## config.mk

```make
export PLATFORM = sky130hd
export DESIGN_NAME = timer_control_flat
export DESIGN_NICKNAME = d
export VERILOG_FILES = /design/src/rtl/timer_pkg.sv /design/src/rtl/timer_control_if.sv /design/src/rtl/key_debounce.sv /design/src/rtl/timer_control.sv /design/src/flat_wrapper.sv
export SDC_FILE = /design/constraint.sdc
export NUM_CORES = 1
export LEC_CHECK = 0
export BUFFER_PORTS_ARGS = -buffer_cell sky130_fd_sc_hd__buf_4
export CORE_ASPECT_RATIO = 0.8
export CORE_MARGIN = 8
export CORE_UTILIZATION = 55
export DETAILED_ROUTE_END_ITERATION = 10
export PLACE_DENSITY = 0.76
export SLEW_MARGIN = 20
export SYNTH_ARGS = -nofsm -noshare
export SYNTH_HDL_FRONTEND = slang
export SYNTH_SLANG_ARGS = --single-unit
```

## constraint.sdc

```tcl
create_clock -name clk_50mhz -period 1.71 [get_ports clk_50mhz]
set_input_delay 0.171 -clock clk_50mhz [delete_from_list [all_inputs] [get_ports clk_50mhz]]
set_output_delay 0.171 -clock clk_50mhz [all_outputs]
set_load 0.01 [all_outputs]
```

## src/rtl/timer_pkg.sv

```systemverilog
// rtl/timer_pkg.sv - shared defaults, debounce length helper and key index constants for the timer front end
package timer_pkg;

    localparam int CLK_HZ_DEFAULT      = 50_000_000;
    localparam int TICK_HZ_DEFAULT     = 1;
    localparam int DEBOUNCE_MS_DEFAULT = 20;

    localparam int KEY_CLEAR = 0;
    localparam int KEY_RUN   = 1;

    function automatic int db_cycles(input int clk_hz, input int ms);
        return clk_hz / 1000 * ms;
    endfunction

endpackage

```

## src/rtl/timer_control_if.sv

```systemverilog
// rtl/timer_control_if.sv - key inputs and timer-counter control outputs of the timer front end
interface timer_control_if;

    logic [1:0] key_n;
    logic       clk_1hz;
    logic       tick_1hz;
    logic       run;
    logic       clear;

    modport master (
        output key_n,
        input  clk_1hz,
        input  tick_1hz,
        input  run,
        input  clear
    );

    modport slave (
        input  key_n,
        output clk_1hz,
        output tick_1hz,
        output run,
        output clear
    );

endinterface

```

## src/rtl/key_debounce.sv

```systemverilog
// rtl/key_debounce.sv - 2-FF synchroniser, debouncer and registered press pulse for one active-low key
module key_debounce #(
    parameter int DB_CYCLES = 5
) (
    input  logic clk,
    input  logic reset,
    input  logic key_n,
    output logic press
);

    localparam int CW = (DB_CYCLES > 2) ? $clog2(DB_CYCLES) : 1;
    localparam logic [CW-1:0] LAST = CW'(DB_CYCLES - 1);

    logic          sync1;
    logic          sync2;
    logic          stable;
    logic [CW-1:0] cnt;

    always_ff @(posedge clk) begin
        if (reset) begin
            sync1  <= 1'b1;
            sync2  <= 1'b1;
            stable <= 1'b1;
            cnt    <= '0;
            press  <= 1'b0;
        end else begin
            sync1 <= key_n;
            sync2 <= sync1;
            press <= 1'b0;
            if (sync2 != stable) begin
                if (cnt == LAST) begin
                    // stable=1 here means the key is going down: that is the press event
                    stable <= sync2;
                    cnt    <= '0;
                    press  <= stable;
                end else begin
                    cnt <= cnt + 1'b1;
                end
            end else begin
                cnt <= '0;
            end
        end
    end

endmodule

```

## src/rtl/timer_control.sv

```systemverilog
// rtl/timer_control.sv - key conditioning, 1 Hz divider, run toggle and clear pulse; option TIMER_TICK_ALIGN_EN
module timer_control
    import timer_pkg::*;
#(
    parameter int CLK_HZ      = CLK_HZ_DEFAULT,
    parameter int TICK_HZ     = TICK_HZ_DEFAULT,
    parameter int DEBOUNCE_MS = DEBOUNCE_MS_DEFAULT
) (
    input  logic            clk_50mhz,
    input  logic            reset,
    timer_control_if.slave  bus
);

    localparam int HALF = CLK_HZ / (2 * TICK_HZ);
    localparam int DB   = db_cycles(CLK_HZ, DEBOUNCE_MS);
    localparam int DW   = (HALF > 2) ? $clog2(HALF) : 1;
    localparam logic [DW-1:0] DIV_LAST = DW'(HALF - 1);

    logic [1:0]    press;
    logic [DW-1:0] div;
    logic          clk_q;
    logic          tick_q;
    logic          run_q;
    logic          clear_q;
    logic          wrap;

    key_debounce #(.DB_CYCLES(DB)) u_key_clear (
        .clk   (clk_50mhz),
        .reset (reset),
        .key_n (bus.key_n[KEY_CLEAR]),
        .press (press[KEY_CLEAR])
    );

    key_debounce #(.DB_CYCLES(DB)) u_key_run (
        .clk   (clk_50mhz),
        .reset (reset),
        .key_n (bus.key_n[KEY_RUN]),
        .press (press[KEY_RUN])
    );

    assign wrap = (div == DIV_LAST);

`ifdef TIMER_TICK_ALIGN_EN
    // skip swallows the first wrap after a restart so the first rising edge lands a full period later
    logic skip;
    logic align;

    assign align = (press[KEY_RUN] && !run_q) || press[KEY_CLEAR];

    always_ff @(posedge clk_50mhz) begin
        if (reset) begin
            div    <= '0;
            clk_q  <= 1'b0;
            tick_q <= 1'b0;
            skip   <= 1'b0;
        end else if (align) begin
            div    <= '0;
            clk_q  <= 1'b0;
            tick_q <= 1'b0;
            skip   <= 1'b1;
        end else if (wrap) begin
            div    <= '0;
            if (skip) begin
                skip   <= 1'b0;
                tick_q <= 1'b0;
            end else begin
                clk_q  <= ~clk_q;
                tick_q <= ~clk_q;
            end
        end else begin
            div    <= div + 1'b1;
            tick_q <= 1'b0;
        end
    end
`else
    always_ff @(posedge clk_50mhz) begin
        if (reset) begin
            div    <= '0;
            clk_q  <= 1'b0;
            tick_q <= 1'b0;
        end else if (wrap) begin
            div    <= '0;
            clk_q  <= ~clk_q;
            tick_q <= ~clk_q;
        end else begin
            div    <= div + 1'b1;
            tick_q <= 1'b0;
        end
    end
`endif

    always_ff @(posedge clk_50mhz) begin
        if (reset) begin
            run_q   <= 1'b0;
            clear_q <= 1'b0;
        end else begin
            run_q   <= run_q ^ press[KEY_RUN];
            clear_q <= press[KEY_CLEAR];
        end
    end

    assign bus.clk_1hz  = clk_q;
    assign bus.tick_1hz = tick_q;
    assign bus.run      = run_q;
    assign bus.clear    = clear_q;

endmodule

```

## src/flat_wrapper.sv

```systemverilog
// flat-port wrapper written by rule: the top's interface ports become plain ports
module timer_control_flat import timer_pkg::*;
#(
    parameter int CLK_HZ      = CLK_HZ_DEFAULT,
    parameter int TICK_HZ     = TICK_HZ_DEFAULT,
    parameter int DEBOUNCE_MS = DEBOUNCE_MS_DEFAULT
)
  (clk_50mhz, reset, bus_key_n, bus_clk_1hz, bus_tick_1hz, bus_run, bus_clear);
  timer_control_if bus_i ();
  input  logic clk_50mhz;
  input  logic reset;
  input wire logic [$bits(bus_i.key_n)-1:0] bus_key_n;
  output wire logic [$bits(bus_i.clk_1hz)-1:0] bus_clk_1hz;
  output wire logic [$bits(bus_i.tick_1hz)-1:0] bus_tick_1hz;
  output wire logic [$bits(bus_i.run)-1:0] bus_run;
  output wire logic [$bits(bus_i.clear)-1:0] bus_clear;
  assign bus_i.key_n = bus_key_n;
  assign bus_clk_1hz = bus_i.clk_1hz;
  assign bus_tick_1hz = bus_i.tick_1hz;
  assign bus_run = bus_i.run;
  assign bus_clear = bus_i.clear;
  timer_control #(.CLK_HZ(CLK_HZ), .TICK_HZ(TICK_HZ), .DEBOUNCE_MS(DEBOUNCE_MS)) u_core (.clk_50mhz(clk_50mhz), .reset(reset), .bus(bus_i));
endmodule
```

; Word-level counts from Yosys, hierarchy flattened
; Index checks and enable logic that the tools add are counted.
; W data, S select, Z words.
[word_totals]
register_bits = 77
input_bits = 4
wordCells = 38
[classes]
add_sub_neg = 3
n_eq_ne = 5
n_bitwise = 7
n_reduce_logical = 8
[op_table]
columns = operator, count
row1 = $add A20 B1 Y20 const B, 2
row2 = $eq A20 B20 Y1 const B, 2
row3 = $add A25 B1 Y25 const B, 1
row4 = $eq A25 B25 Y1 const B, 1
row5 = $reduce_or A3 Y1, 4
row6 = $not A1 Y1, 6
row7 = $reduce_and A2 Y1, 2
row8 = $reduce_or A2 Y1, 2
row9 = $ne A1 B1 Y1, 2
row10 = $xor A1 B1 Y1, 1

; Depth between registers and ports, before layout
; Gate-level depths: netlist (run 1).
[depth]
ltp_word = 3
ltp_mapped = 6

; Cells and area by module
; Synthesis (run 1) repeated with hierarchy kept, for this count alone.
[unflattened]
cells_unflattened = 392
area_unflattened_um2 = 3515.9
[modules_own_cells]
columns = mod, n_inst, cells_each, area_each_um2
row1 = key_debounce, 2, 119, 1078.5
row2 = timer_control, 1, 154, 1358.8

; Worst setup path before layout (run 1)
; Ideal clock, no wire load.
[synth_timing]
path_type = flip-flop to flip-flop
startpoint = register u_core.div[0]
endpoint = register u_core.div[24]
setup_ps = 71
arrival_time_ps = 1812
required_ps = 1639
setup_slack_ps = -173
path_stages_with_launch = 6
period_less_slack_ps = 1883
cell_sequence = dfxtp_1 ha_1 nand2_2 or4_4 or4_1 a21oi_1
[synth_between]
elab_chain_cells = 2
[synth_lines]
columns = element, line
row1 = start: declaration, timer_control.sv:20  ; logic [DW-1:0] div;
row2 = start signal: assignment, timer_control.sv:86  ; div <= div + 1'b1;
row3 = "parallel branches: the longest is 2 deep, another holds $add A25 B1 Y25", --
; Parallel ways; which one is timed is not known.
; A chain may end at the register's enable or synchronous reset.

; Worst setup path after layout (run 1)
[layout_timing]
startpoint = register u_core.div[0]
endpoint = register u_core.div[18]
; The elaborated chain is that of the path after synthesis.

==> metrics.md, run 1 <==
| Metric | Value |
|---|---|
| Final Hold Viols | 0 |
| CORE AREA | 5940 sq um |
| # IOs | 8 |
| Mux cell area share after synthesis | 0% |
| Top reg by flops | u_core.div |
| Max Transition Viols Final | 0 |
| Root Driver | clkbuf_8 |
| Worst path arrival time | 2.09 ns |
| Post-synth top cells | 77 x dfxtp_1, 55 x nor2_1, 33 x xnor2_1, 26 x nand3_1, 21 x a21oi_1 |
| CP Launch Type | flop |
| DR WL/cell | 13.9 um |
| Worst-Skew Late Latency | 0.35 ns |
| XOR/XNOR share of the synthesized area | 10.8% |
| Crit path max fanout | 8 |
| Final net count | 444 |
| Area Growth Syn to Fin | 23.2% |
| # setup viols final | 11 |
| Std-Cell Rows | 25 |
| Tot Pwr | 3.30 mW |
| Syn Area/Cell | 8.78 sq um |
| P_int | 2.59 mW |
| Setup Skew | 0.00887 ns |
| Post-synth EDFFs | 0 |
| Post-route clock period utilization | 105% |
| Highest clock rate | 557 MHz |
| Power per Cell Area | 787 nW/um^2 |
| Synthesized flop and latch total | 77 |
| Switching portion of total power | 21.4% |
| Post-layout min period | 1.80 ns |
| RSZ-0062 raised after global routing | true |
| Placed Area | 3790 sq um |
| Synth async-reset ratio | 0% |
| Share of cells above drive strength 1 | 24.0% |
| Vias per std cell | 5.74 |
| Max Cap Viol | 0 |
| Sequential fraction of design power | 54.9% |
| Max-slew headroom | 72.5% |
| Hold Path Class | in -> reg |
| Cells after DPL | 497 |
| Unique masters post-synth | 38 |
| Post-synthesis simple-gate area fraction | 31.7% |
| Worst vdd ir | 613 uV |
| Detail Route Antenna Nets | 0 |
| Chip Height | 86.4 um |
| Largest cells by area after synthesis | dfxtp_1 45%, xnor2_1 8.5%, nor2_1 6.1% |
| Synth Net Count | 395 |
| Synth top area share | 45.3% |
| Ant diodes | 0 |
| Chip Width | 104 um |
| Full die area | 8980 sq um |
| Vias in the first global route | 2803 |
| Final core occ | 70.6% |
| Mapped Cells | 388 |
| RePlAce Congestion | 0.859 |
| Worst Tran Pin Value | 0.408 ns |
| Max reg flops | 25 |
| First-pass GRT wire length | 12300 um |
| Complex-gate fraction of the synthesized area | 8.08% |
| I/O Buffers | 7 |
| Pre-antenna DRT Iters | 4 |
| Combinational share of power | 2.4% |
| Clk sinks | 77 |
| Failing checks | setup timing |
| Mapped Area | 3410 sq um |
| Drt total wl | 7280 um |
| Worst EP required | 2.00 ns |
| Largest family of logic cells by synthesized area | simple AND/OR/NAND/NOR gates |
| Clock input transition at the sequential cells of the worst setup and hold paths | 0.08 ns |
| Area leader, netlist | dfxtp_1 |
| Initial antenna violation count | 0 |
| Final instance area | 4200 sq um |
| Pin count of the biggest net entering global routing | 21 |
| Initial core utilization | 57.3% |
| Kind of critical path | reg -> reg |
| Drt drc | 0 |
| Grt total ovfl | 0 |
| Clk buf depth | 2 |
| DRT iter0 DRCs | 176 |
| Worst setup margin | -0.0864 ns |
| Top FF cell, synth | dfxtp_1 |
| NetSw | 0.707 mW |
| Status | finished, violations left |
| Most numerous cell in the Yosys netlist | dfxtp_1 |
| Post-synthesis sequential area ratio | 45.3% |
| Ys Warns | 0 |
| LEAKAGE | 1.32 nW |
| Non-Filler Instances | 523 |
| Clock power share | 42.7% |
| Top Registers | u_core.div x25, u_core.u_key_clear.cnt x20, u_core.u_key_run.cnt x20 |
| Vias | 3001 |
| Synth Area in Adders | 1.10% |
| CTS buffer count | 9 |
| Place WS | -0.132 ns |
| HPWL Detailed | 4800 um |
| # H-tree levels | 3 |
| Total GRT Usage | 16.3% |
| CTS tree | built |
| Crit end category | flop |
==> final timing paths <==
check	startpoint	to	slack, ns	cells past startpoint
setup reg to reg	u_core.div[0]	u_core.div[18]	-0.09	6
hold reg to reg	u_core.u_key_clear.sync1	u_core.u_key_clear.sync2	0.41	1
setup / recovery	u_core.div[0]	u_core.div[18]	-0.09	6
hold / removal	bus_key_n[0]	u_core.u_key_clear.sync1	0.02	2
==> metal layers <==
layer	GRT usage [%]	up-vias	part of all wire (%)
met2	26.7	70	48
met1	20.0	1432	46
met5	0	-	0
li1	-	1493	-
met4	4.46	0	0.69
met3	5.78	6	5.4
==> kinds of logic (layout without fill, tap and decap cells) <==
logic type | Yosys count | after routing
AND/OR/NAND/NOR | 195 | 195
flip-flops | 77 | 77
AO/OA/AOI/OAI | 47 | 47
XOR/XNOR | 42 | 42
buffers and inverters | 24 | 78
adder cells (fa/ha/maj) | 3 | 3
==> repair_timing <==
item / CTS / global route
setup endpoints to repair: 10 / 49
gates resized for setup: 2 / 34
buffers inserted: 1 / 8
endpoints found under the hold margin: 1 / 0
hold buffers: 1 / 0
pin swaps: 1 / 15
==> power by group through the flow <==
stage,registers (mW),logic [mW],clock network (mW)
floorplan,1.86,0.0362,0
global placement,1.85,0.0707,0
detailed placement,1.86,0.0734,0
CTS,1.81,0.0756,1.45
global route,1.82,0.0858,1.54
finish,1.81,0.0777,1.41
==> critical path: stages, from the launching register on <==
cell,delay (ns)
dfxtp_2,0.35
ha_4,0.14
nand2_2,0.05
or4_4,0.60
buf_6,0.15
or3_4,0.32
a21oi_2,0.13
==> placed cells by master (no fill, tap or decap), types with 11 or more instances in the layout <==
| master | n |
|---|---|
| xnor2_1 | 33 |
| dfxtp_1 | 68 |
| clkbuf_8 | 11 |
| nor3_1 | 12 |
| a21oi_1 | 15 |
| inv_1 | 11 |
| buf_4 | 43 |
| nand2_1 | 18 |
| nand3_1 | 26 |
| nand4_1 | 15 |
| o21ai_0 | 12 |
| nor2_1 | 54 |
==> stage by stage <==
stage / hold slack, ns / TNS (ns)
6_report: 0.0220 / -0.590
5_1_grt: 0.00711 / -1.35
4_1_cts: 0.00215 / -0.599
3_5_place_dp: 0.371 / -0.538
3_3_place_gp: 0.369 / -0.198
2_1_floorplan: 0.243 / -0.139
==> layout make-up <==
cell class / count / area [sq um]
Tap cell: 81 / 101
Timing Repair Buffer: 51 / 429
Clock inverter: 5 / 58.8
Sequential cell: 77 / 1550
Inverter: 11 / 41.3
Multi-Input combinational cell: 287 / 1860
Clock buffer: 11 / 151
Fill cell: 464 / 1750
(Power assumes the default switching activity.)
==> run 2, diff against run 1 <==
Settings changed: HOLD_SLACK_MARGIN from default to 0.06.
==> metrics.md, run 2 (same netlist as run 1, synthesis figures left out) <==
| Metric | Value |
|---|---|
| I/O Buffers | 7 (unchanged) |
| Failing checks | setup timing (unchanged) |
| Clock input transition at the sequential cells of the worst setup and hold paths | 0.08 ns (about the same) |
| Final Hold Viols | 0 (unchanged) |
| Top reg by flops | u_core.div (unchanged) |
| # IOs | 8 (unchanged) |
| Combinational share of power | 2.4% (about the same) |
| Sequential fraction of design power | 54.7% (was 54.9%) |
| Place WS | -0.132 ns (unchanged) |
| DRT iter0 DRCs | 169 (was 176) |
| Worst EP required | 2.01 ns (was 2.00 ns) |
| Drt drc | 0 (unchanged) |
| Share of cells above drive strength 1 | 23.9% (was 24.0%) |
| Fill count | 463 (was 464) |
| Chip Width | 104 um (unchanged) |
| RePlAce Congestion | 0.859 (unchanged) |
| Cell at the slowest stage of the critical path | or4_4 (unchanged) |
| First-pass GRT wire length | 12400 um (was 12300 um) |
| Worst Tran Pin Value | 0.404 ns (was 0.408 ns) |
| LEAKAGE | 1.32 nW (about the same) |
| Grt total ovfl | 0 (unchanged) |
| HPWL Detailed | 4800 um (unchanged) |
| Power per Cell Area | 788 nW/um^2 (was 787 nW/um^2) |
| DR WL/cell | 14.0 um (was 13.9 um) |
| Clk sinks | 77 (unchanged) |
| Area Growth Syn to Fin | 23.5% (was 23.2%) |
| Max reg flops | 25 (unchanged) |
| Max Cap Viol | 0 (unchanged) |
| CTS buffer count | 9 (unchanged) |
| Crit path max fanout | 8 (unchanged) |
| NetSw | 0.717 mW (was 0.707 mW) |
| Setup Skew | 0.00958 ns (was 0.00887 ns) |
| Ant diodes | 0 (unchanged) |
| Area of the multi-input gates | 1860 sq um (unchanged) |
| Post-route clock period utilization | 105% (about the same) |
| CORE AREA | 5940 sq um (unchanged) |
| CTS tree | built (unchanged) |
| Vias in the first global route | 2808 (was 2803) |
| Root Driver | clkbuf_8 (unchanged) |
| Hold Path Class | in -> reg (unchanged) |
| Worst path arrival time | 2.09 ns (about the same) |
| Slowest stage delay, CP | 0.60 ns (about the same) |
| Initial antenna violation count | 0 (unchanged) |
| Total GRT Usage | 16.4% (was 16.3%) |
| Switching portion of total power | 21.6% (was 21.4%) |
| Detail Route Antenna Nets | 0 (unchanged) |
| Clk buf depth | 2 (unchanged) |
| Worst setup margin | -0.0889 ns (was -0.0864 ns) |
| Commonest non-fill, non-tap cell in the layout | dfxtp_1 (unchanged) |
| RSZ-0062 raised after global routing | true (unchanged) |
| Area taken by flip-flops and latches | 1550 sq um (unchanged) |
| Chip Height | 86.4 um (unchanged) |
| Top Registers | u_core.div x25, u_core.u_key_clear.cnt x20, u_core.u_key_run.cnt x20 (unchanged) |
| P_int | 2.60 mW (was 2.59 mW) |
| CP Cell Sequence | ha_4 > nand2_2 > or4_4 > buf_6 > or3_4 > a21oi_2 (unchanged) |
| Drt total wl | 7330 um (was 7280 um) |
| Highest clock rate | 556 MHz (was 557 MHz) |
| Clock power share | 42.9% (was 42.7%) |
| Initial core utilization | 57.3% (unchanged) |
| Std-Cell Rows | 25 (unchanged) |
| Post-layout min period | 1.80 ns (about the same) |
| Kind of critical path | reg -> reg (unchanged) |
| Crit end category | flop (unchanged) |
| Full die area | 8980 sq um (unchanged) |
| Final net count | 445 (was 444) |
| Max-slew headroom | 72.8% (was 72.5%) |
| Max Transition Viols Final | 0 (unchanged) |
| CP top delay family | simple AND/OR/NAND/NOR gates (unchanged) |
| Worst vdd ir | 633 uV (was 613 uV) |
| Pre-antenna DRT Iters | 4 (unchanged) |
| Pin count of the biggest net entering global routing | 21 (unchanged) |
| CP Launch Type | flop (unchanged) |
| # H-tree levels | 3 (unchanged) |
| Tot Pwr | 3.31 mW (was 3.30 mW) |
| Vias | 3007 (was 3001) |
| # setup viols final | 12 (was 11) |
| Vias per std cell | 5.74 (about the same) |
| Crit path buffers/inverters | 1 (unchanged) |
| Leading cell types in the layout, fill and taps excluded | 68 x dfxtp_1, 54 x nor2_1, 43 x buf_4 (unchanged) |
| Worst-Skew Late Latency | 0.35 ns (about the same) |
| Status | finished, violations left (unchanged) |
==> run 2: cell types whose count changed in the layout (fill, tap and decap cells not counted), sizes merged <==
cell         before  now
dlygate4sd3       1    2
==> run 2: worst paths after layout <==
path | startpoint | to | slack, ns | cells after the start
worst max-delay path | u_core.div[0] | u_core.div[18] | -0.09 | 6
worst min-delay path | reset | u_core.bus.run | 0.10 | 2
worst max register to register | u_core.div[0] | u_core.div[18] | -0.09 | 6
worst min register to register | u_core.u_key_clear.sync1 | u_core.u_key_clear.sync2 | 0.41 | 1
==> run 2: cell type report <==
cell class,count,area share (%)
flip-flops and latches,77,36.9
inverters,11,0.982
multi-input cells,287,44.2
clock buffers,11,3.60
well taps,81,2.41
clock inverters,5,1.40
repair buffers,52,10.4
==> run 2: what timing repair did <==
| action | 4_1_cts | 5_1_grt |
|---|---|---|
| endpoints found under the setup margin | 10 | 49 |
| hold endpoints to repair | 2 | 0 |
| resized for setup | 2 | 34 |
| pin swaps | 1 | 15 |
| buffers inserted | 1 | 8 |
| hold buffers | 2 | 0 |
==> run 2: stage by stage <==
| step | TNS, ns | instance area, sq um | utilization (%) | std cells | hold WS (ns) |
|---|---|---|---|---|---|
| global placement | -0.198 | 3790 | 63.8 | 497 | 0.369 |
| global route | -1.35 | 4210 | 70.8 | 524 | 0.105 |
| finish | -0.647 | 4210 | 70.8 | 524 | 0.103 |
| detailed placement | -0.538 | 3790 | 63.8 | 497 | 0.371 |
| floorplan | -0.139 | 3420 | - | 388 | 0.243 |
| CTS | -0.599 | 4030 | 67.8 | 516 | 0.0789 |
==> run 2: worst register-to-register path: stages (launching register included) <==
cell and delay (ns):
dfxtp_2 0.35, ha_4 0.14, nand2_2 0.05, or4_4 0.60, buf_6 0.15, or3_4 0.32
a21oi_2 0.13
==> run 2: per-layer routing <==
| layer | GRT usage, % | part of all wire (%) | vias up |
|---|---|---|---|
| met4 | 4.46 | 1.0 | 0 |
| met2 | 26.8 | 48 | 70 |
| met1 | 19.9 | 46 | 1429 |
| met3 | 5.86 | 4.7 | 12 |
| li1 | - | - | 1496 |
| met5 | 0 | 0 | - |
==> run 2: power groups by stage <==
stage	Combinational (mW)	Sequential, mW	Clock [mW]
after CTS	0.0774	1.81	1.45
after detailed placement	0.0734	1.86	0
after floorplan	0.0362	1.86	0
after global routing	0.0877	1.82	1.54
after global placement	0.0707	1.85	0
final	0.0799	1.81	1.42
